<file path="src/rtl/mdreg_pkg.sv">
// mdreg_pkg: shared constants and helpers for the multiply/divide working register.
package mdreg_pkg;
    localparam int R4_WIDTH   = 65;
    localparam int R4_UPPER_W = 32;
    localparam int R4_SHIFT   = 2;
    localparam int R4_ITER    = 16;
    localparam int R2_WIDTH   = 65;
    localparam int R2_UPPER_W = 32;
    localparam int R2_SHIFT   = 1;
    localparam int R2_ITER    = 32;

    function automatic int ctr_w(input int iter);
        return $clog2(iter + 1);
    endfunction
endpackage

</file>
<file path="src/rtl/mdreg_iter_ctr.sv">
// mdreg_iter_ctr: iteration counter with busy status and a one-cycle done pulse on the final step.
module mdreg_iter_ctr
    import mdreg_pkg::*;
#(
    parameter int ITER = R4_ITER,
    localparam int CW = ctr_w(ITER)
) (
    input  logic          clock,
    input  logic          ctrl_reset_n,
    input  logic          clear_i,
    input  logic          start_i,
    input  logic          step_i,
    output logic [CW-1:0] count_o,
    output logic          busy_o,
    output logic          done_o,
    output logic          accept_o
);
    localparam logic [CW-1:0] LAST = CW'(ITER - 1);

    logic [CW-1:0] count_q, count_d;
    logic          busy_q, busy_d, done_q, done_d;
    logic          accept, term;

    // start and clear win over a step arriving in the same cycle
    assign accept = busy_q & step_i & ~start_i & ~clear_i;
    assign term   = accept & (count_q == LAST);

    always_comb begin
        count_d = (clear_i | start_i) ? '0 : accept ? count_q + CW'(1) : count_q;
        busy_d  = clear_i ? 1'b0 : start_i ? 1'b1 : term ? 1'b0 : busy_q;
        done_d  = term;
    end

    always_ff @(posedge clock or negedge ctrl_reset_n) begin
        if (!ctrl_reset_n) begin
            count_q <= '0;
            busy_q  <= 1'b0;
            done_q  <= 1'b0;
        end else begin
            count_q <= count_d;
            busy_q  <= busy_d;
            done_q  <= done_d;
        end
    end

    assign count_o  = count_q;
    assign busy_o   = busy_q;
    assign done_o   = done_q;
    assign accept_o = accept;
endmodule

</file>
<file path="src/rtl/mdreg_shifter.sv">
// mdreg_shifter: multiply/divide working register; a step merges the adder result into the
// upper field and arithmetic-shifts the whole register right in the same edge.
module mdreg_shifter
    import mdreg_pkg::*;
#(
    parameter int WIDTH   = R4_WIDTH,
    parameter int UPPER_W = R4_UPPER_W,
    parameter int SHIFT   = R4_SHIFT,
    parameter int ITER    = R4_ITER
) (
    input  logic                    clock,
    input  logic                    ctrl_reset_n,
    input  logic                    ctrl_clear,
    input  logic                    ctrl_load,
    input  logic [WIDTH-1:0]        data_load,
    input  logic                    ctrl_step,
    input  logic [UPPER_W-1:0]      data_upper,
    output logic [WIDTH-1:0]        reg_out,
    output logic [ctr_w(ITER)-1:0]  iter_count,
    output logic                    busy,
    output logic                    done
);
    logic [WIDTH-1:0]        reg_q, reg_d, shifted;
    logic signed [WIDTH-1:0] merged;
    logic                    accept;

    mdreg_iter_ctr #(.ITER(ITER)) u_ctr (
        .clock        (clock),
        .ctrl_reset_n (ctrl_reset_n),
        .clear_i      (ctrl_clear),
        .start_i      (ctrl_load),
        .step_i       (ctrl_step),
        .count_o      (iter_count),
        .busy_o       (busy),
        .done_o       (done),
        .accept_o     (accept)
    );

    // shift kept in its own signed assignment so the ternary below cannot turn it logical
    assign merged  = {data_upper, reg_q[WIDTH-UPPER_W-1:0]};
    assign shifted = merged >>> SHIFT;

    always_comb begin
        reg_d = ctrl_clear ? '0 : ctrl_load ? data_load : accept ? shifted : reg_q;
    end

    always_ff @(posedge clock or negedge ctrl_reset_n) begin
        if (!ctrl_reset_n) reg_q <= '0;
        else reg_q <= reg_d;
    end

    assign reg_out = reg_q;
endmodule

</file>
<file path="config.mk">
export PLATFORM = sky130hd
export DESIGN_NAME = mdreg_shifter
export DESIGN_NICKNAME = d
export VERILOG_FILES = /design/src/rtl/mdreg_pkg.sv /design/src/rtl/mdreg_iter_ctr.sv /design/src/rtl/mdreg_shifter.sv
export SDC_FILE = /design/constraint.sdc
export NUM_CORES = 1
export LEC_CHECK = 0
export BUFFER_PORTS_ARGS = -buffer_cell sky130_fd_sc_hd__buf_2
export CAP_MARGIN = 15
export CORE_MARGIN = 2
export CORE_UTILIZATION = 47
export DETAILED_ROUTE_END_ITERATION = 10
export PLACE_DENSITY_LB_ADDON = 0.25
export SYNTH_ARGS = -nofsm -noshare
export SYNTH_HDL_FRONTEND = slang
export SYNTH_HIERARCHICAL = 1
export SYNTH_SLANG_ARGS = --single-unit
</file>
<file path="constraint.sdc">
create_clock -name clock -period 2.22 [get_ports clock]
set_clock_uncertainty 0.2 [all_clocks]
set_input_delay 0.222 -clock clock [delete_from_list [all_inputs] [get_ports clock]]
set_output_delay 0.222 -clock clock [all_outputs]
set_load 0.005 [all_outputs]
</file>
# Word-level counts from Yosys, hierarchy flattened
# Index checks and enable logic that the tools add are counted.
dict set report word_totals {
  reg_bits 72
  input_bits 102
  output_inout_bits 72
  elab_cells 24
}
dict set report classes {
  n_addsub 1
  eq_ne 1
  mux 8
  bitwise_logic 7
  n_reduce_logical 3
}
# op n
set ops {}
lappend ops {{65-bit two-way mux} 3}
lappend ops {{5-bit two-way mux} 2}
lappend ops {{3-bit nonzero test} 2}
lappend ops {{5-bit by 1-bit adder with 5-bit output, second input constant} 1}
lappend ops {{5-bit by 4-bit == test with 1-bit output, second input constant} 1}
lappend ops {{1-bit AND} 4}
lappend ops {{1-bit two-way mux} 3}
lappend ops {{1-bit NOT} 2}
lappend ops {{2-bit nonzero test} 1}
lappend ops {{1-bit bitwise OR} 1}

# Logic depth before layout (Yosys ltp)
# Gate-level depths: netlist (run 1).
dict set report depth {
  ltp_word 7
  ltp_mapped 8
  ltp_nobuf 6
}

# By module
# Netlist (run 1), hierarchy kept.
# module instances cells_per_inst area_each_um2 seq_area_each_um2
set by_module_without_submodules {}
lappend by_module_without_submodules {mdreg_shifter 1 291 3393.3 1626.6}
lappend by_module_without_submodules {mdreg_iter_ctr 1 33 327.8 175.2}

# Least setup slack after synthesis (run 1)
# OpenSTA, ideal clock, no wires.
dict set report synth_timing {
  kind {input to register}
  from {in ctrl_load}
  to {reg reg_q[62] (netlist: reg_out[62])}
  setup_ns 0.096
  t_arrival_ns 1.464
  required_ns 1.924
  slack_ns 0.460
  cell_stages 8
  path_buffers 4
  path_cell_list {or2_2 > clkbuf_1 > nor2_1 > buf_4 > buf_8 > buf_12 > nand2_2 > a311oi_2}
}
dict set report synth_via {
  elab_chain_len 4
  elab_cells_between_ends 6
  cone_classes {mux: 2; bitwise: 3; reduce/logical: 1}
}
# item line
set synth_rtl {}
lappend synth_rtl {{from (decl)} mdreg_shifter.sv:14} ;# input logic ctrl_load,
lappend synth_rtl {{1-bit NOT} mdreg_iter_ctr.sv:25} ;# assign accept = busy_q & step_i & ~start_i & ~clear_i;
lappend synth_rtl {{1-bit AND (2 in a row)} mdreg_iter_ctr.sv:25}
lappend synth_rtl {{net accept} mdreg_shifter.sv:25} ;# logic accept;
lappend synth_rtl {{3-bit nonzero test (no line)} -}
lappend synth_rtl {{to (signal assigned)} mdreg_shifter.sv:49} ;# else reg_q <= reg_d;
lappend synth_rtl {{to (decl)} mdreg_shifter.sv:23} ;# logic [WIDTH-1:0] reg_q, reg_d, shifted;
# The timed path passes the listed nets, and every way through them passes these cells.
# A chain may end at the register's enable or synchronous reset.

# Worst setup path in the final report (run 1)
dict set report layout_timing {
  from {in ctrl_step}
  to {reg reg_q[34] (netlist: reg_out[34])}
}
dict set report layout_via {
  elab_chain_len 4
}
# item line
set layout_rtl {}
lappend layout_rtl {{from (decl)} mdreg_shifter.sv:16} ;# input logic ctrl_step,
lappend layout_rtl {{1-bit AND (3 in a row)} mdreg_iter_ctr.sv:25}
lappend layout_rtl {{net accept} mdreg_shifter.sv:25}
lappend layout_rtl {{3-bit nonzero test (no line)} -}
# The timed path passes the listed nets, and every way through them passes these cells.

==> results of run 1 <==
layout make-up:
cell class	instances	area [um2]
clock buffers	13	159
clock inverters	3	40.0
fillers	576	2260
inverters	2	7.51
multi-input cells	220	1720
flip-flops and latches	72	1800
well taps	102	128
repair buffers	242	1580
cell usage after synthesis:
| library cell | count |
|---|---|
| dfrtp_1 | 72 |
| nor2b_1 | 65 |
| a211oi_1 | 62 |
| mux2i_1 | 62 |
| clkbuf_1 | 19 |
| a21oi_1 | 4 |
| buf_12 | 4 |
| nor2_1 | 4 |
| a311oi_2 | 3 |
| buf_2 | 3 |
| buf_4 | 3 |
| nand2b_1 | 3 |
| nand3_1 | 3 |
| ha_1 | 2 |
| nand2_1 | 2 |
| nand2_2 | 2 |
| xor2_1 | 2 |
| a311oi_1 | 1 |
| and2_1 | 1 |
| and3_1 | 1 |
| buf_8 | 1 |
| inv_1 | 1 |
| inv_2 | 1 |
| o21ai_0 | 1 |
| or2_2 | 1 |
| or3_1 | 1 |
report_power, final:
| group | total (W) | internal, W | switching [W] |
|---|---|---|---|
| Combinational | 0.000560 | 0.000308 | 0.000252 |
| Clock | 0.00104 | 0.000579 | 0.000463 |
| Sequential | 0.00145 | 0.00139 | 0.0000599 |
| Total | 0.00306 | 0.00228 | 0.000775 |
state kept, by name, summed over array words and instances (netlist names):
signal	flops
reg_out	65
u_ctr/done_o	1
u_ctr/count_o	5
u_ctr/busy_o	1
per-layer routing:
metal | part of all wire, % | track usage (%) | vias up
li1 | - | - | 1624
met1 | 42 | 31.1 | 1624
met2 | 50 | 39.1 | 119
met3 | 5.0 | 4.43 | 24
met4 | 2.5 | 9.80 | 0
met5 | 0 | 0 | -
worst max-delay path, cell delays in order:
cell	delay (ns)
dlygate4sd3_1	0.52
buf_2	0.16
nand2_2	0.11
nor2_4	0.13
buf_4	0.33
mux2i_1	0.15
a211oi_1	0.30
cells by family after synthesis:
family	Yosys count
XOR/XNOR	2
flip-flops	72
multiplexers	62
AO/OA/AOI/OAI	71
adder cells (fa/ha/maj)	2
buffers and inverters	32
AND/OR/NAND/NOR	83
worst max-delay path by stage:
stage | from | endpoint | depth (start not counted)
floorplan | ctrl_load | reg_out[62] | 8
global placement | ctrl_load | reg_out[50] | 6
detailed placement | ctrl_load | reg_out[15] | 6
CTS | ctrl_step | reg_out[15] | 7
global route | ctrl_step | reg_out[34] | 7
finish | ctrl_step | reg_out[34] | 7
metrics by stage:
step	setup slack [ns]	utilization (%)	instances
finish	0.307	70.6	654
global route	0.219	70.6	654
CTS	0.360	70.6	654
detailed placement	0.309	60.0	576
global placement	0.347	60.0	576
floorplan	0.460	-	324
what timing repair did:
action | CTS | global route
resized for setup | 0 | 0
hold buffers | 62 | 0
hold endpoints to repair | 96 | 0
setup endpoints to repair | 0 | 0
==> impl_metrics.tcl, run 1 <==
set metrics [dict create \
    cts_tree "built" \
    cap_violations 0 \
    r2r_slack_ns 0.39 \
    drt_first_pass_iters 5 \
    setup_viol 0 \
    fmax_ghz 0.523 \
    die_w_um 93.0 \
    finalCriticalPeriod_ns 1.91 \
    power_w 0.00306 \
    synthCells 324 \
    fin_tns_setup_ns 0 \
    grt_max_degree 68 \
    min_to "reg_out[64]" \
    worst_pin_slew_ns 0.742 \
    syn_nets 428 \
    crit_path_start_kind "input port" \
    clock_sinks 72 \
    r2r-end "reg_out[34]" \
    numCtsBuffers 9 \
    final_cell_mix "buf_2, dfrtp_1, nor2b_1" \
    path_max_fanout 18 \
    fin_nets 651 \
    syn_area_um2 3720 \
    reg2reg_depth 5 \
    cp_data_required_time_ns 2.25 \
    htreeDepth 3 \
    synthToLayoutAreaGrowth_pct 45.9 \
    fin_crit_sh_pct 86.2 \
    yosys.area.top_type "dfrtp_1" \
    antenna_found_initial 0 \
    seq_area_frac_synth_pct 48.4 \
    crit_type "in2reg" \
    grt-ovfl-total 0 \
    port_buffers 173 \
    yosysUniqueCellTypes 26 \
    finalHoldViolCount 0 \
    routabilityCongestion 0.777 \
    power_leakage_nw 2.48 \
    post-route-drc-count 0 \
    slew_headroom_pct 50.5 \
    cp.arrival_ns 1.94 \
    synthMuxAreaShare_pct 16.7 \
    grt_usage_pct 23.8 \
    clock_path_buffers 2 \
    final_common_cell "buf_2" \
    num_antenna_cells 0 \
    hpwlAfterDp_um 6030 \
    cp-end-kind "flip-flop" \
    synth_fa_ha_area_share_pct 0.672 \
    synth_compound_gate_area_share_pct 14.6 \
    hold_depth 3 \
    io_pins 174 \
    rows 32 \
    rsz0062_at_grt "false" \
    synth_area_leaders "dfrtp_1, mux2i_1, a211oi_1" \
    synth_xor_area_share_pct 0.471 \
    postRouteAntennaNets 0 \
    r2r-start "u_ctr/busy_o" \
    dieArea_um2 8650 \
    vias 3391 \
    synth_simple_gate_area_share_pct 13.4 \
    postLayoutCellArea_um2 5430 \
    yosys_register_bits 72 \
    power.density_nw_per_um2 563 \
    hold_class "in2reg" \
    fp.dieH_um 93.0 \
    drv_slew 0 \
    cts_setup_buffers 0 \
    peakVddDrop_uv 312 \
    insertion_delay_ns 0.33 \
    synthDominantCellAreaShare_pct 48.4 \
    synth_top_family_by_area "multiplexers" \
    grt_pass1_wl_um 16500 \
    clkTransAtPathRegs_ns 0.08 \
    hold_start "data_load[64]" \
    yosysWarnings 6 \
    grt_pass1_vias 3437 \
    wl_per_cell_um 15.7 \
    coreArea_um2 7690 \
    drt-initial-drc-count 179 \
    avgSynthCellArea_um2 11.5 \
    postPlaceCellArea_um2 4610 \
    wirelength_um 10200 \
    cts-root-buf "clkbuf_8" \
    viasPerCell 5.19 \
    run_status "finished, final reports clean" \
    drive_gt1_share_pct 36.6 \
    hold_ws_ns 0.0197 \
    start_util_pct 48.4 \
]
Note: power is estimated with default switching activity, not from simulation.
==> run 2, diff against run 1 <==
CELL_PAD_IN_SITES_DETAIL_PLACEMENT = 1   (was default)
CELL_PAD_IN_SITES_GLOBAL_PLACEMENT = 2   (was default)
CORE_UTILIZATION = 28   (was 47)
clock period = 2.1 ns   (was 2.22 ns; I/O delays follow)
==> run 2 against run 1 <==
Die area up 65%. Combinational power up 8.8%. Clock power up 86%. Global-route usage down 6.3 points. Wire length up 18%. Cell area up 5.7%. Hold slack worse by 0.012 ns. Via count up 1.8%. Setup slack worse by 0.11 ns. Sequential cell count unchanged. First-iteration DRC count down 39%. Critical endpoint is now reg_out[27]. Highest routed layer unchanged.
==> impl_metrics.tcl, run 2 (same netlist as run 1, synthesis figures left out) <==
set metrics [dict create \
    run_status "finished, final reports clean" \
    grt_pass1_vias 3741 \
    peakVddDrop_uv 314 \
    routabilityCongestion 0.719 \
    cp.arrival_ns 1.88 \
    seqPwrFrac_pct 37.7 \
    slowest_delay_ns 0.52 \
    port_buffers 173 \
    hold_start "data_upper[22]" \
    crit_type "in2reg" \
    fin_crit_sh_pct 90.5 \
    num_antenna_cells 0 \
    drt-initial-drc-count 110 \
    clock_sinks 72 \
    cts-root-buf "clkbuf_16" \
    pre_cts_ws_ns 0.193 \
    hold_class "in2reg" \
    finalHoldViolCount 0 \
    r2r-start "u_ctr/busy_o" \
    drive_gt1_share_pct 36.6 \
    path_max_fanout 36 \
    clockPowerShare_pct 47.4 \
    fmax_ghz 0.526 \
    p_int_w 0.00312 \
    power_switching_share_pct 23.6 \
    grt_usage_pct 17.5 \
    cap_violations 0 \
    vias 3453 \
    final_common_cell "buf_2" \
    setup_viol 0 \
    postLayoutCellArea_um2 5740 \
    cp.buffers_inverters 3 \
    cp_data_required_time_ns 2.08 \
    p_switching_w 0.000962 \
    cts_tree "built" \
    min_to "reg_out[53]" \
    reg2reg_depth 5 \
    power_leakage_nw 2.57 \
    critPathSlowestCell "dlygate4sd3_1" \
    post-route-drc-count 0 \
    hold_depth 3 \
    postPlaceCellArea_um2 4710 \
    utilization_pct 43.9 \
    start_util_pct 28.4 \
    worst_pin_slew_ns 0.787 \
    synthToLayoutAreaGrowth_pct 54.2 \
    cts_setup_buffers 0 \
    clkTransAtPathRegs_ns 0.06 \
    wirelength_um 12100 \
    insertion_delay_ns 0.34 \
    htreeDepth 3 \
    io_pins 174 \
    fp.dieH_um 119 \
    power.density_nw_per_um2 711 \
    setup_slack_ns 0.199 \
    r2r_slack_ns 0.25 \
    coreArea_um2 13100 \
    die_w_um 119 \
    rows 42 \
    rsz0062_at_grt "false" \
    power_frac_comb_pct 14.9 \
    numCtsBuffers 9 \
    cp_top_family "buffers and inverters" \
    dieArea_um2 14200 \
    crit_chain "dlygate4sd3_1 -> buf_2 -> nand2_2 -> nor2_4 -> buf_12 -> mux2i_1 -> a211oi_1" \
    antenna_found_initial 0 \
    hpwlAfterDp_um 7210 \
    wl_per_cell_um 16.5 \
    postRouteAntennaNets 0 \
    grt-ovfl-total 0 \
    cp-end-kind "flip-flop" \
    fin_tns_setup_ns 0 \
    drv_slew 0 \
    grt_max_degree 73 \
    grt_pass1_wl_um 19400 \
    slew_headroom_pct 47.5 \
    finalCriticalPeriod_ns 1.90 \
    drt_first_pass_iters 4 \
    largest_register_ffs 65 \
    clock_path_buffers 2 \
    viasPerCell 4.72 \
    final_cell_mix "buf_2, dfrtp_1, dlygate4sd3_1, nor2b_1" \
    r2r-end "reg_out[27]" \
    crit_path_start_kind "input port" \
    fin_nets 654 \
]
## run 2: metrics by stage
stage	hold WS, ns	cells	total power [W]
after floorplan	-0.286	324	0.00179
after global placement	0.0707	649	0.00207
after detailed placement	0.0688	649	0.00208
after CTS	0.000596	731	0.00413
after global routing	0.0145	731	0.00426
final	0.00725	731	0.00408
## run 2: worst max path at each step
stage,end,depth (start not counted),slack [ns],start
global placement,reg_out[32],6,0.23,ctrl_load
CTS,reg_out[9],7,0.25,ctrl_step
floorplan,reg_out[62],8,0.35,ctrl_load
global route,reg_out[27],7,0.07,ctrl_step
finish,reg_out[27],7,0.20,ctrl_step
detailed placement,reg_out[9],6,0.19,ctrl_load
## run 2: layout make-up
class	instances	area, um2
inverter	2	7.51
clock buffer	10	239
tap	176	220
sequential	72	1800
clock inverter	6	130
timing repair buffer	245	1620
multi-input combinational	220	1720
fill	1478	7350
## run 2: worst reg2reg max path, stage by stage (launching register included)
cell	delay, ns
dfrtp_1	0.47
nand2_2	0.16
nor2_4	0.17
buf_12	0.27
mux2i_1	0.32
a211oi_1	0.11
## run 2: timing repair
| action | in CTS | in global routing |
|---|---|---|
| resized for setup | 0 | 0 |
| endpoints found under the hold margin | 137 | 0 |
| hold buffers | 66 | 0 |
## run 2: power groups by stage
stage	combinational (W)	sequential, W	clock [W]
floorplan	0.000231	0.00156	0
global placement	0.000510	0.00156	0
detailed placement	0.000518	0.00156	0
CTS	0.000617	0.00154	0.00197
global route	0.000673	0.00155	0.00204
finish	0.000609	0.00154	0.00193
## run 2: layer usage
metal | global-route usage, % | wire length (um) | up-vias
met1 | 21.3 | 5280 | 1719
met2 | 29.8 | 5990 | 98
met3 | 4.12 | 611 | 13
met4 | 6.92 | 206 | 0
li1 | - | - | 1623
met5 | 0 | 0 | -
